<file path="src/rtl/id_fwd_ctrl.sv">
// ID-stage operand forwarding and load/VDOT hazard stall control; optional perf counters under FWD_PERF_CNT_EN.
// Operands registered one cycle after acceptance; stall_ID is combinational and holds PC/IF/ID while sources are not ready.
module id_fwd_ctrl #(
    parameter int STALL_MAX = 3
) (
    input  logic        clk,
    input  logic        rst,
    input  logic        valid_ID,
    input  logic [4:0]  rs1Addr_ID,
    input  logic [4:0]  rs2Addr_ID,
    input  logic        rs1Used_ID,
    input  logic        rs2Used_ID,
    input  logic [31:0] rs1Data_RF,
    input  logic [31:0] rs2Data_RF,
    input  logic [14:0] rdAddr_out,
    input  logic [2:0]  regWrite_out,
    input  logic [95:0] DATA_out,
    input  logic [5:0]  op_type_out,
    input  logic        flush,
    output logic        stall_ID,
    output logic [31:0] rs1Data_EXE,
    output logic [31:0] rs2Data_EXE,
    output logic        bubble_EXE,
    output logic [1:0]  fwd_sel1,
    output logic [1:0]  fwd_sel2,
    output logic        hazard_err
`ifdef FWD_PERF_CNT_EN
    ,
    output logic [31:0] stall_cycles,
    output logic [31:0] fwd_hits
`endif
);

    localparam logic [1:0] OP_LOAD = 2'b01;
    localparam logic [1:0] OP_VDOT = 2'b10;

    localparam logic [0:0] S_IDLE  = 1'b0;
    localparam logic [0:0] S_STALL = 1'b1;

    localparam int CW = $clog2(STALL_MAX + 2);
    localparam logic [CW-1:0] CNT_LIMIT = CW'(STALL_MAX);
    localparam logic [CW-1:0] CNT_SAT   = '1;

    // Result layout: {wait[1:0], sel[1:0], data[31:0]}; only the youngest matching stage is used.
    function automatic logic [35:0] resolve(
        input logic        used,
        input logic [4:0]  rs,
        input logic [31:0] rf,
        input logic [14:0] rd,
        input logic [2:0]  we,
        input logic [95:0] dat,
        input logic [5:0]  op
    );
        logic [1:0]  wt;
        logic [1:0]  sel;
        logic [31:0] d;
        logic        hit;
        wt  = 2'd0;
        sel = 2'd0;
        d   = rf;
        hit = 1'b0;
        for (int s = 0; s < 3; s++) begin
            if (!hit && used && (rs != 5'd0) && we[s] && (rd[5*s +: 5] == rs)) begin
                hit = 1'b1;
                sel = 2'(s + 1);
                d   = dat[32*s +: 32];
                if (s == 0 && op[1:0] == OP_LOAD) begin
                    wt = 2'd1;
                end else if (s == 0 && op[1:0] == OP_VDOT) begin
                    wt = 2'd2;
                end else if (s == 1 && op[3:2] == OP_VDOT) begin
                    wt = 2'd1;
                end
            end
        end
        return {wt, sel, d};
    endfunction

    logic [35:0]  res1;
    logic [35:0]  res2;
    logic [1:0]   wait1;
    logic [1:0]   wait2;
    logic [1:0]   wait_max;
    logic         accept;

    logic [0:0]   state_q, state_d;
    logic [CW-1:0] cnt_q, cnt_d;
    logic         hazard_q, hazard_d;
    logic [31:0]  rs1_q, rs1_d;
    logic [31:0]  rs2_q, rs2_d;
    logic [1:0]   sel1_q, sel1_d;
    logic [1:0]   sel2_q, sel2_d;
    logic         bubble_q, bubble_d;

    always_comb begin
        res1     = resolve(rs1Used_ID, rs1Addr_ID, rs1Data_RF, rdAddr_out, regWrite_out, DATA_out, op_type_out);
        res2     = resolve(rs2Used_ID, rs2Addr_ID, rs2Data_RF, rdAddr_out, regWrite_out, DATA_out, op_type_out);
        wait1    = res1[35:34];
        wait2    = res2[35:34];
        wait_max = (wait1 > wait2) ? wait1 : wait2;
        // flush kills the ID instruction, so it can never stall
        stall_ID = valid_ID & ~flush & (wait_max != 2'd0);
        accept   = valid_ID & ~flush & ~stall_ID;
    end

    always_comb begin
        state_d = state_q;
        cnt_d   = cnt_q;
        case (state_q)
            S_IDLE: begin
                if (stall_ID) begin
                    state_d = S_STALL;
                    cnt_d   = {{(CW-1){1'b0}}, 1'b1};
                end else begin
                    cnt_d = '0;
                end
            end
            default: begin
                if (stall_ID) begin
                    cnt_d = (cnt_q == CNT_SAT) ? cnt_q : cnt_q + 1'b1;
                end else begin
                    state_d = S_IDLE;
                    cnt_d   = '0;
                end
            end
        endcase
        hazard_d = hazard_q | (stall_ID & (cnt_d >= CNT_LIMIT));
    end

    always_comb begin
        rs1_d    = rs1_q;
        rs2_d    = rs2_q;
        sel1_d   = sel1_q;
        sel2_d   = sel2_q;
        bubble_d = 1'b1;
        if (accept) begin
            rs1_d    = res1[31:0];
            rs2_d    = res2[31:0];
            sel1_d   = res1[33:32];
            sel2_d   = res2[33:32];
            bubble_d = 1'b0;
        end
    end

    always_ff @(posedge clk) begin
        if (rst) begin
            state_q  <= S_IDLE;
            cnt_q    <= '0;
            hazard_q <= 1'b0;
            rs1_q    <= 32'd0;
            rs2_q    <= 32'd0;
            sel1_q   <= 2'd0;
            sel2_q   <= 2'd0;
            bubble_q <= 1'b1;
        end else begin
            state_q  <= state_d;
            cnt_q    <= cnt_d;
            hazard_q <= hazard_d;
            rs1_q    <= rs1_d;
            rs2_q    <= rs2_d;
            sel1_q   <= sel1_d;
            sel2_q   <= sel2_d;
            bubble_q <= bubble_d;
        end
    end

    assign rs1Data_EXE = rs1_q;
    assign rs2Data_EXE = rs2_q;
    assign fwd_sel1    = sel1_q;
    assign fwd_sel2    = sel2_q;
    assign bubble_EXE  = bubble_q;
    assign hazard_err  = hazard_q;

`ifdef FWD_PERF_CNT_EN
    logic [31:0] stall_cycles_q;
    logic [31:0] fwd_hits_q;

    always_ff @(posedge clk) begin
        if (rst) begin
            stall_cycles_q <= 32'd0;
            fwd_hits_q     <= 32'd0;
        end else begin
            if (stall_ID && stall_cycles_q != 32'hFFFF_FFFF) begin
                stall_cycles_q <= stall_cycles_q + 32'd1;
            end
            if (accept && (res1[33:32] != 2'd0 || res2[33:32] != 2'd0) && fwd_hits_q != 32'hFFFF_FFFF) begin
                fwd_hits_q <= fwd_hits_q + 32'd1;
            end
        end
    end

    assign stall_cycles = stall_cycles_q;
    assign fwd_hits     = fwd_hits_q;
`endif

endmodule

</file>
<file path="config.mk">
export PLATFORM = sky130hd
export DESIGN_NAME = id_fwd_ctrl
export DESIGN_NICKNAME = d
export VERILOG_FILES = /design/src/rtl/id_fwd_ctrl.sv
export SDC_FILE = /design/constraint.sdc
export NUM_CORES = 1
export LEC_CHECK = 0
export BUFFER_PORTS_ARGS = -buffer_cell sky130_fd_sc_hd__buf_2
export CAP_MARGIN = 5
export CORE_MARGIN = 4
export CORE_UTILIZATION = 50
export CTS_BUF_LIST = sky130_fd_sc_hd__clkbuf_8
export DETAILED_ROUTE_END_ITERATION = 10
export PLACE_DENSITY = 0.95
export SLEW_MARGIN = 30
export SYNTH_ARGS = -nofsm -noshare
export SYNTH_HDL_FRONTEND = slang
export SYNTH_SLANG_ARGS = --single-unit
</file>
<file path="constraint.sdc">
create_clock -name clk -period 5.7 [get_ports clk]
set_clock_uncertainty 0.2 [all_clocks]
set_input_delay 0.57 -clock clk [delete_from_list [all_inputs] [get_ports clk]]
set_output_delay 0.57 -clock clk [all_outputs]
set_load 0.05 [all_outputs]
</file>
# After elaboration in Yosys (flattened, before gate mapping)
# Cells that the tools add are included.
# totals
input_bits,200
elab_cells,88
ff_bits,74
# op_classes
bitwise,7
eq_ne,10
mux,31
reduce_logical,29
n_lt_le_gt_ge,2
add_sub_neg,1
# ops
cell,count
$mux W32,6
$eq A5 B5 Y1,6
$mux W2,13
$logic_and A1 B1 Y1,22
$reduce_bool A5 Y1,2
$mux W1,9
$mux W3,3
$and A1 B1 Y1,4
$eq A2 B2 Y1 const B,2
$logic_not A1 Y1,4
$add A3 B1 Y3 const B,1
$eq A3 B3 Y1 const B,1
$ge A3 B2 Y1 const B,1
$eq A2 B1 Y1 const B,1
$gt A2 B2 Y1,1
$not A1 Y1,2
$reduce_bool A2 Y1,1
$or A1 B1 Y1,1

# Logic depth before layout (Yosys ltp)
# Gate-level depths: netlist of the first run.
# depth
word_depth,20
ltp_mapped,17
ltp_nobuf,13

# Worst setup path before layout of the first run
# Ideal clock, no wire load.
# synth_timing
path_type,input to output
startpoint,input rdAddr_out[0]
endpoint,output stall_ID
setup_slack_ns,1.127
t_arrival_ns,3.803
path_stages,14
required_time_ns,4.930
path_cell_list,xor2_1 or4_4 nor3_2 clkbuf_1 nand2_1 ha_1 nor2_1 nor2_1 a21oi_1 o211ai_2 o311a_1 buf_2 buf_2 nor2_1
# synth_via
elab_chain_len,13
# synth_lines
item,line,text
"start, declared",15,"input logic [14:0] rdAddr_out,"
$eq A5 B5 Y1,63,if (!hit && used && (rs != 5'd0) && we[s] && (rd[5*s +: 5] == rs)) begin
$logic_and A1 B1 Y1,63,
$mux W1,63,
$logic_not A1 Y1,63,
$logic_and A1 B1 Y1 (4 in series),63,
$mux W2,63,
$gt A2 B2 Y1,100,wait_max = (wait1 > wait2) ? wait1 : wait2;
$mux W2 (*),100,
$reduce_bool A2 Y1 (*),102,stall_ID = valid_ID & ~flush & (wait_max != 2'd0);
$and A1 B1 Y1 (*),102,
"end, declared",20,"output logic stall_ID,"
# Every way passes the cells marked *; elsewhere a longest branch is shown, timed or not.

# Worst setup path after layout of the first run
# layout_timing
startpoint,input rs2Addr_ID[1]
endpoint,output stall_ID
# layout_via
elab_chain_len,15
# layout_lines
item,line,text
"start, declared",10,"input logic [4:0] rs2Addr_ID,"
$reduce_bool A5 Y1,63,
$logic_and A1 B1 Y1 (3 in series),63,
$mux W1,63,
$logic_not A1 Y1,63,
$logic_and A1 B1 Y1 (4 in series),63,
$mux W2 (*),63,
$gt A2 B2 Y1,100,
$mux W2 (*),100,
$reduce_bool A2 Y1 (*),102,
$and A1 B1 Y1 (*),102,
# Marks and branches as above.

==> flow_summary.toml, run 1 <==
[logic_synthesis]
avgSynthCellArea_um2 = 7.947
synth-simple-area-share_pct = 18.38
ys.flop_type = "dfxtp_1"
synth-compound-area-share_pct = 34.05
ys_ff_latch = 74
synthXorXnorAreaFrac_pct = 5.200
synth_top_family_by_area = "compound AO/OA/AOI/OAI gates"
yosysTopAreaCellShare_pct = 28.37
async_reset_ff_share_pct = 0
yosysWarnings = 0
synth_cell_types = 48
synthAdderAreaFrac_pct = 0.9585
synth.net_count = 861
synth.area.top_cells = "dfxtp_1, a21oi_1, mux2i_1, a222oi_1, nand2_1"
synth_top_area_cell = "dfxtp_1"
syn_area_mm2 = 0.005221
synth_cells = 657
synth_mux_area_share_pct = 6.542
yosysSeqAreaShare_pct = 28.37
synth_edf_count = 0

[placed_design]
hpwlAfterDp_um = 14770
routabilityCongestion = 0.9312
post_dp_cell_area_mm2 = 0.006610
port_buffers = 268

[clocking]
cts_hold_buffers = 0
cts.path.max_buffers = 2
clk_latency_ps = 330
cts_tree = "yes"
clock-sinks = 74
clockRootBuffer = "clkbuf_8"
cts_resized = 0
cts_setup_buffers = 0
cts.reportedPaths.clkPinSlew_ps = 80
cts_made_buffers = 9
htree_levels = 3

[critical_path]
critPathArrivalTime_ps = 3750
slowest_stage = "buf_4"
worstPathRequired_ps = 4930
critPathCaptureType = "primary output"
cp_common_cell = "nor2_1"
critPathKind = "in -> out"
max_stage_delay_ps = 470
startpoint_type = "primary input"
crit_chain = "buf_2, xor2_1, nor4_1, and3_2, buf_4, nand3_1, ha_1, nor2_1, nor2_1, a21oi_1, o211ai_2, o311a_2, nor2_1, buf_2"
rrSetupSlack_ps = 4260
crit_path_max_fanout = 37

[floorplan]
initial_utilization_pct = 51.03
rows = 37
io_pins = 271
die_w_um = 110.2
die_area_mm2 = 0.01214
core_area_mm2 = 0.01023
die_h_um = 110.2

[pwr]
vdd_ir_drop_max_uv = 132.9
leakagePower_nw = 3.133
cellPowerDensity_mw_per_mm2 = 202.1
netSwitchingFraction_pct = 35.47
seqPwrFrac_pct = 40.7
p_comb_share_pct = 30.5
power_mw = 1.374
p_switching_mw = 0.4873
p_clk_share_pct = 28.8
p_int_mw = 0.8865

[flow_run]
drv_cap = 0

[global_route]
grt_usage_pct = 33.91
grt_max_degree = 72
first_global_vias = 6263
grt_antenna_before_repair = 1
gr-total-overflow = 0
grt_pass1_wl_um = 31910

[finish]
final_area_mm2 = 0.006799
final_nets = 1082
syn_to_final_growth_pct = 30.22
mostFrequentLayoutCell = "buf_2"
layout_common_cells = "buf_2, nand2_1, a21oi_1, dfxtp_1, nand3_1"
drive_gt1_share_pct = 35.71
nFillCells = 925

[status]
status = "complete, no violations"

[timing]
fin_tns_setup_ps = 0
maxSlewHeadroom_pct = 41.13
setup_viol = 0
fin_crit_ps = 4525
report.final.slew_viol_count = 0
post-route-period-util_pct = 79.38
hold_viol_final = 0
rsz0062_at_grt = "false"
tightest_slew_ps = 880.9
clock.fmax_mhz = 221.0
hold_slack_ps = 273.7

[detailed_routing]
num_vias = 6774
ant_nets = 0
vias_per_cell = 6.641
drc = 0
drtIter0Drc = 1118
drtPass1Iterations = 8
drt_wl_total_um = 22060
routedWlPerCell_um = 21.63

[min_path]
hold_path_class = "reg -> reg"
[synthesized netlist by cell type (2+ instances only)]
cell	count
and3_1	4
a21oi_1	75
o21a_1	2
o21ai_1	11
buf_2	10
ha_1	4
a311oi_1	3
a222oi_1	29
xnor2_1	10
nand3_1	39
buf_4	4
o221ai_1	2
nand3b_1	33
nor2_1	8
nand2_1	75
and2_1	2
a211oi_1	31
clkbuf_1	57
a22o_1	30
nor4_1	4
or4_1	2
a32oi_1	32
o21ai_0	28
or3_1	2
inv_1	5
nor2b_1	3
nor3_1	5
xor2_1	21
mux2i_1	33
dfxtp_1	74
buf_6	2
[flip-flops by register name (all words and copies together) (netlist names)]
signal / cells
hazard_err: 1
fwd_sel2: 2
cnt_q: 3
rs2Data_EXE: 32
bubble_EXE: 1
fwd_sel1: 2
state_q: 1
rs1Data_EXE: 32
[per-layer routing]
layer | up-vias | track usage [%] | routed length [um]
met4 | 2 | 19.09 | 1083
met5 | - | 0 | 7
met2 | 593 | 54.20 | 10080
met1 | 3088 | 42.53 | 7965
li1 | 2974 | - | -
met3 | 117 | 6.872 | 2930
[area by class of cell]
| type | instances | area (um2) | share of cell area [%] |
|---|---|---|---|
| clock buffer | 9 | 123.9 | 1.822 |
| antenna | 2 | 5.005 | 0.07361 |
| tap | 136 | 170.2 | 2.503 |
| sequential | 74 | 1481 | 21.79 |
| multi-input combinational | 504 | 3478 | 51.16 |
| clock inverter | 6 | 60.06 | 0.8833 |
| timing repair buffer | 284 | 1461 | 21.49 |
| inverter | 5 | 18.77 | 0.2760 |
[worst max-delay path: cells and delay by family]
family | cells | cell delay [ps]
simple gates | 6 | 1030
xor+xnor | 1 | 160
compound gates | 3 | 730
buf+inv | 3 | 890
fa+ha+maj | 1 | 340
[cell families after synthesis]
| logic type | Yosys count |
|---|---|
| AOI/OAI and AO/OA | 252 |
| DFF | 74 |
| xor gates and xnor gates | 31 |
| and+or+nand+nor | 183 |
| muxes | 34 |
| buffers and inverters | 79 |
| adders and majority gates | 4 |
[power by group through the flow]
| stage | Combinational, mW | Clock, mW | Sequential [mW] |
|---|---|---|---|
| CTS | 0.411 | 0.400 | 0.558 |
| detailed placement | 0.411 | 0 | 0.570 |
| global route | 0.442 | 0.423 | 0.562 |
| finish | 0.419 | 0.395 | 0.559 |
| floorplan | 0.151 | 0 | 0.667 |
| global placement | 0.405 | 0 | 0.569 |
[path summary, 6_finish.rpt]
path | startpoint | endpoint | cells past startpoint
worst max register to register | cnt_q[0] | cnt_q[1] | 4
worst min-delay path | rs1Data_EXE[17] | rs1Data_EXE[17] | 2
worst min register to register | rs1Data_EXE[17] | rs1Data_EXE[17] | 2
worst max-delay path | rs2Addr_ID[1] | stall_ID | 14
[stage by stage]
| stage | setup slack (ps) | cells | util [%] |
|---|---|---|---|
| CTS | 1226 | 1018 | 66.41 |
| detailed placement | 1172 | 1003 | 64.61 |
| global placement | 1247 | 1002 | 64.53 |
| floorplan | 1127 | 657 | - |
| finish | 1175 | 1020 | 66.45 |
| global route | 1071 | 1018 | 66.41 |
Power figures use the tool's default switching activity.
==> run 2: changes to the inputs <==
--- a/config.mk
+++ b/config.mk
@@ -8,10 +8,10 @@
 export BUFFER_PORTS_ARGS = -buffer_cell sky130_fd_sc_hd__buf_2
 export CAP_MARGIN = 5
 export CORE_MARGIN = 4
-export CORE_UTILIZATION = 50
+export CORE_UTILIZATION = 43
 export CTS_BUF_LIST = sky130_fd_sc_hd__clkbuf_8
 export DETAILED_ROUTE_END_ITERATION = 10
-export PLACE_DENSITY = 0.95
+export PLACE_DENSITY = 0.89
 export SLEW_MARGIN = 30
 export SYNTH_ARGS = -nofsm -noshare
 export SYNTH_HDL_FRONTEND = slang
==> constraint.sdc (replaced) <==
create_clock -name clk -period 3.6 [get_ports clk]
set_clock_uncertainty 0.2 [all_clocks]
set_input_delay 0.36 -clock clk [delete_from_list [all_inputs] [get_ports clk]]
set_output_delay 0.36 -clock clk [all_outputs]
set_load 0.05 [all_outputs]
==> run 2 against run 1 <==
  * First-iteration DRC count is 26% lower
  * Clock-buffer cell count is 1 higher
  * Worst hold slack worse by 180 ps
  * Non-clock buffer count rose by 14
  * Flip-flop and latch count stayed put
  * Critical endpoint unchanged
==> flow_summary.toml, run 2 (synthesis gave the netlist of run 1 again) <==
[status]
status = "complete, no violations"

[timing]
hold_slack_ps = 95.24
hold_viol_final = 0
post-route-period-util_pct = 96.38
rsz0062_at_grt = "false"
fin_tns_setup_ps = 0
fin_crit_ps = 3470
setup_viol = 0
report.final.slew_viol_count = 0
tightest_slew_ps = 880.4
maxSlewHeadroom_pct = 41.24
worst_slack_ps = 130.2
clock.fmax_mhz = 288.2

[finish]
final_nets = 1096
post-route-util_pct = 60.48
final_area_mm2 = 0.007053
nFillCells = 1063
finalNonFillerCells = 1042
mostFrequentLayoutCell = "buf_2"
layout_common_cells = "buf_2, nand2_1, dfxtp_1"
syn_to_final_growth_pct = 35.08
drive_gt1_share_pct = 37.35

[critical_path]
critPathArrivalTime_ps = 2910
timing.rr.start = "cnt_q[0]"
crit_start = "rs1Addr_ID[0]"
critPathCaptureType = "primary output"
crit_path_max_fanout = 4
worstPathRequired_ps = 3040
critPathKind = "in -> out"
startpoint_type = "primary input"

[detailed_routing]
drc = 0
routedWlPerCell_um = 22.16
drtIter0Drc = 829
drt_wl_total_um = 23090
num_vias = 6725
drtPass1Iterations = 6
ant_nets = 0
vias_per_cell = 6.454

[pwr]
power_mw = 2.242
leakagePower_nw = 3.244
cellPowerDensity_mw_per_mm2 = 317.9
vdd_ir_drop_max_uv = 208.4

[global_route]
first_global_vias = 6443
grt_antenna_before_repair = 5
grt_pass1_wl_um = 34440
use_met3_pct = 8.500
met1_usage_pct = 36.84
gr-total-overflow = 0
busiest_layer = "met2"
gr-usage-met2_pct = 50.41
grt_max_degree = 41
grt_usage_pct = 30.47

[clocking]
cts.path.max_buffers = 2
clock-sinks = 74
cts_tree = "yes"
cts_hold_buffers = 0
htree_levels = 3
clk_latency_ps = 340
cts_made_buffers = 9
clockRootBuffer = "clkbuf_8"
cts.reportedPaths.clkPinSlew_ps = 80

[placed_design]
port_buffers = 268
dp.cells = 1024
post_dp_cell_area_mm2 = 0.006830
post-place-ws_ps = 29.77
routabilityCongestion = 0.9348
hpwlAfterDp_um = 16400

[floorplan]
rows = 39
die_area_mm2 = 0.01397
die_h_um = 118.2
initial_utilization_pct = 44.77
core_area_mm2 = 0.01166
io_pins = 271
die_w_um = 118.2

[min_path]
hp-start = "DATA_out[94]"
hold_path_class = "in -> reg"

[flow_run]
drv_cap = 0
## run 2: cell types whose count changed in the layout (fill, tap and decap cells not counted), sizes merged
cell | before | now
clkbuf | 9 | 11
buf | 284 | 297
inv | 6 | 8
clkinv | 3 | 1
## run 2: area by class of cell
class,count,area [um2],area share [%]
diodes,2,5.005,0.07096
well taps,143,178.9,2.537
multi-input cells,504,3516,49.85
flip-flops and latches,74,1481,21.00
inverters,5,18.77,0.2661
repair buffers,298,1652,23.42
clock buffers,10,137.6,1.951
clock inverters,6,63.81,0.9047
## run 2: timing repair
item	4_1_cts	5_1_grt
gates resized for setup	0	3
buffers inserted	0	0
setup endpoints to repair	0	1
## run 2: worst paths after layout
| path | endpoint | slack [ps] | cells past startpoint |
|---|---|---|---|
| max | stall_ID | 130 | 12 |
| min | rs2Data_EXE[30] | 100 | 3 |
| max reg2reg | cnt_q[1] | 2150 | 4 |
| min reg2reg | rs1Data_EXE[17] | 270 | 2 |
## run 2: report_power, final
| part | switching, mW | total, mW | internal [mW] | leakage (nW) |
|---|---|---|---|---|
| clock | 0.331 | 0.672 | 0.341 | 0.104 |
| combinational | 0.443 | 0.684 | 0.241 | 2.53 |
| sequential | 0.0234 | 0.886 | 0.863 | 0.607 |
| total | 0.797 | 2.24 | 1.44 | 3.24 |
## run 2: critical path, cell delays in order
cell	delay, ps
buf_2	130
xor2_1	150
or4_4	560
o211a_1	270
o21ai_0	160
ha_1	170
nor2_1	40
nor2_1	190
a21oi_4	70
o311a_2	430
nor2_4	110
clkbuf_4	250
## run 2: layer usage
metal,part of all wire (%),vias up
met5,0.12,-
met4,3.8,6
met1,38,3111
met2,47,521
li1,-,3012
met3,11,75
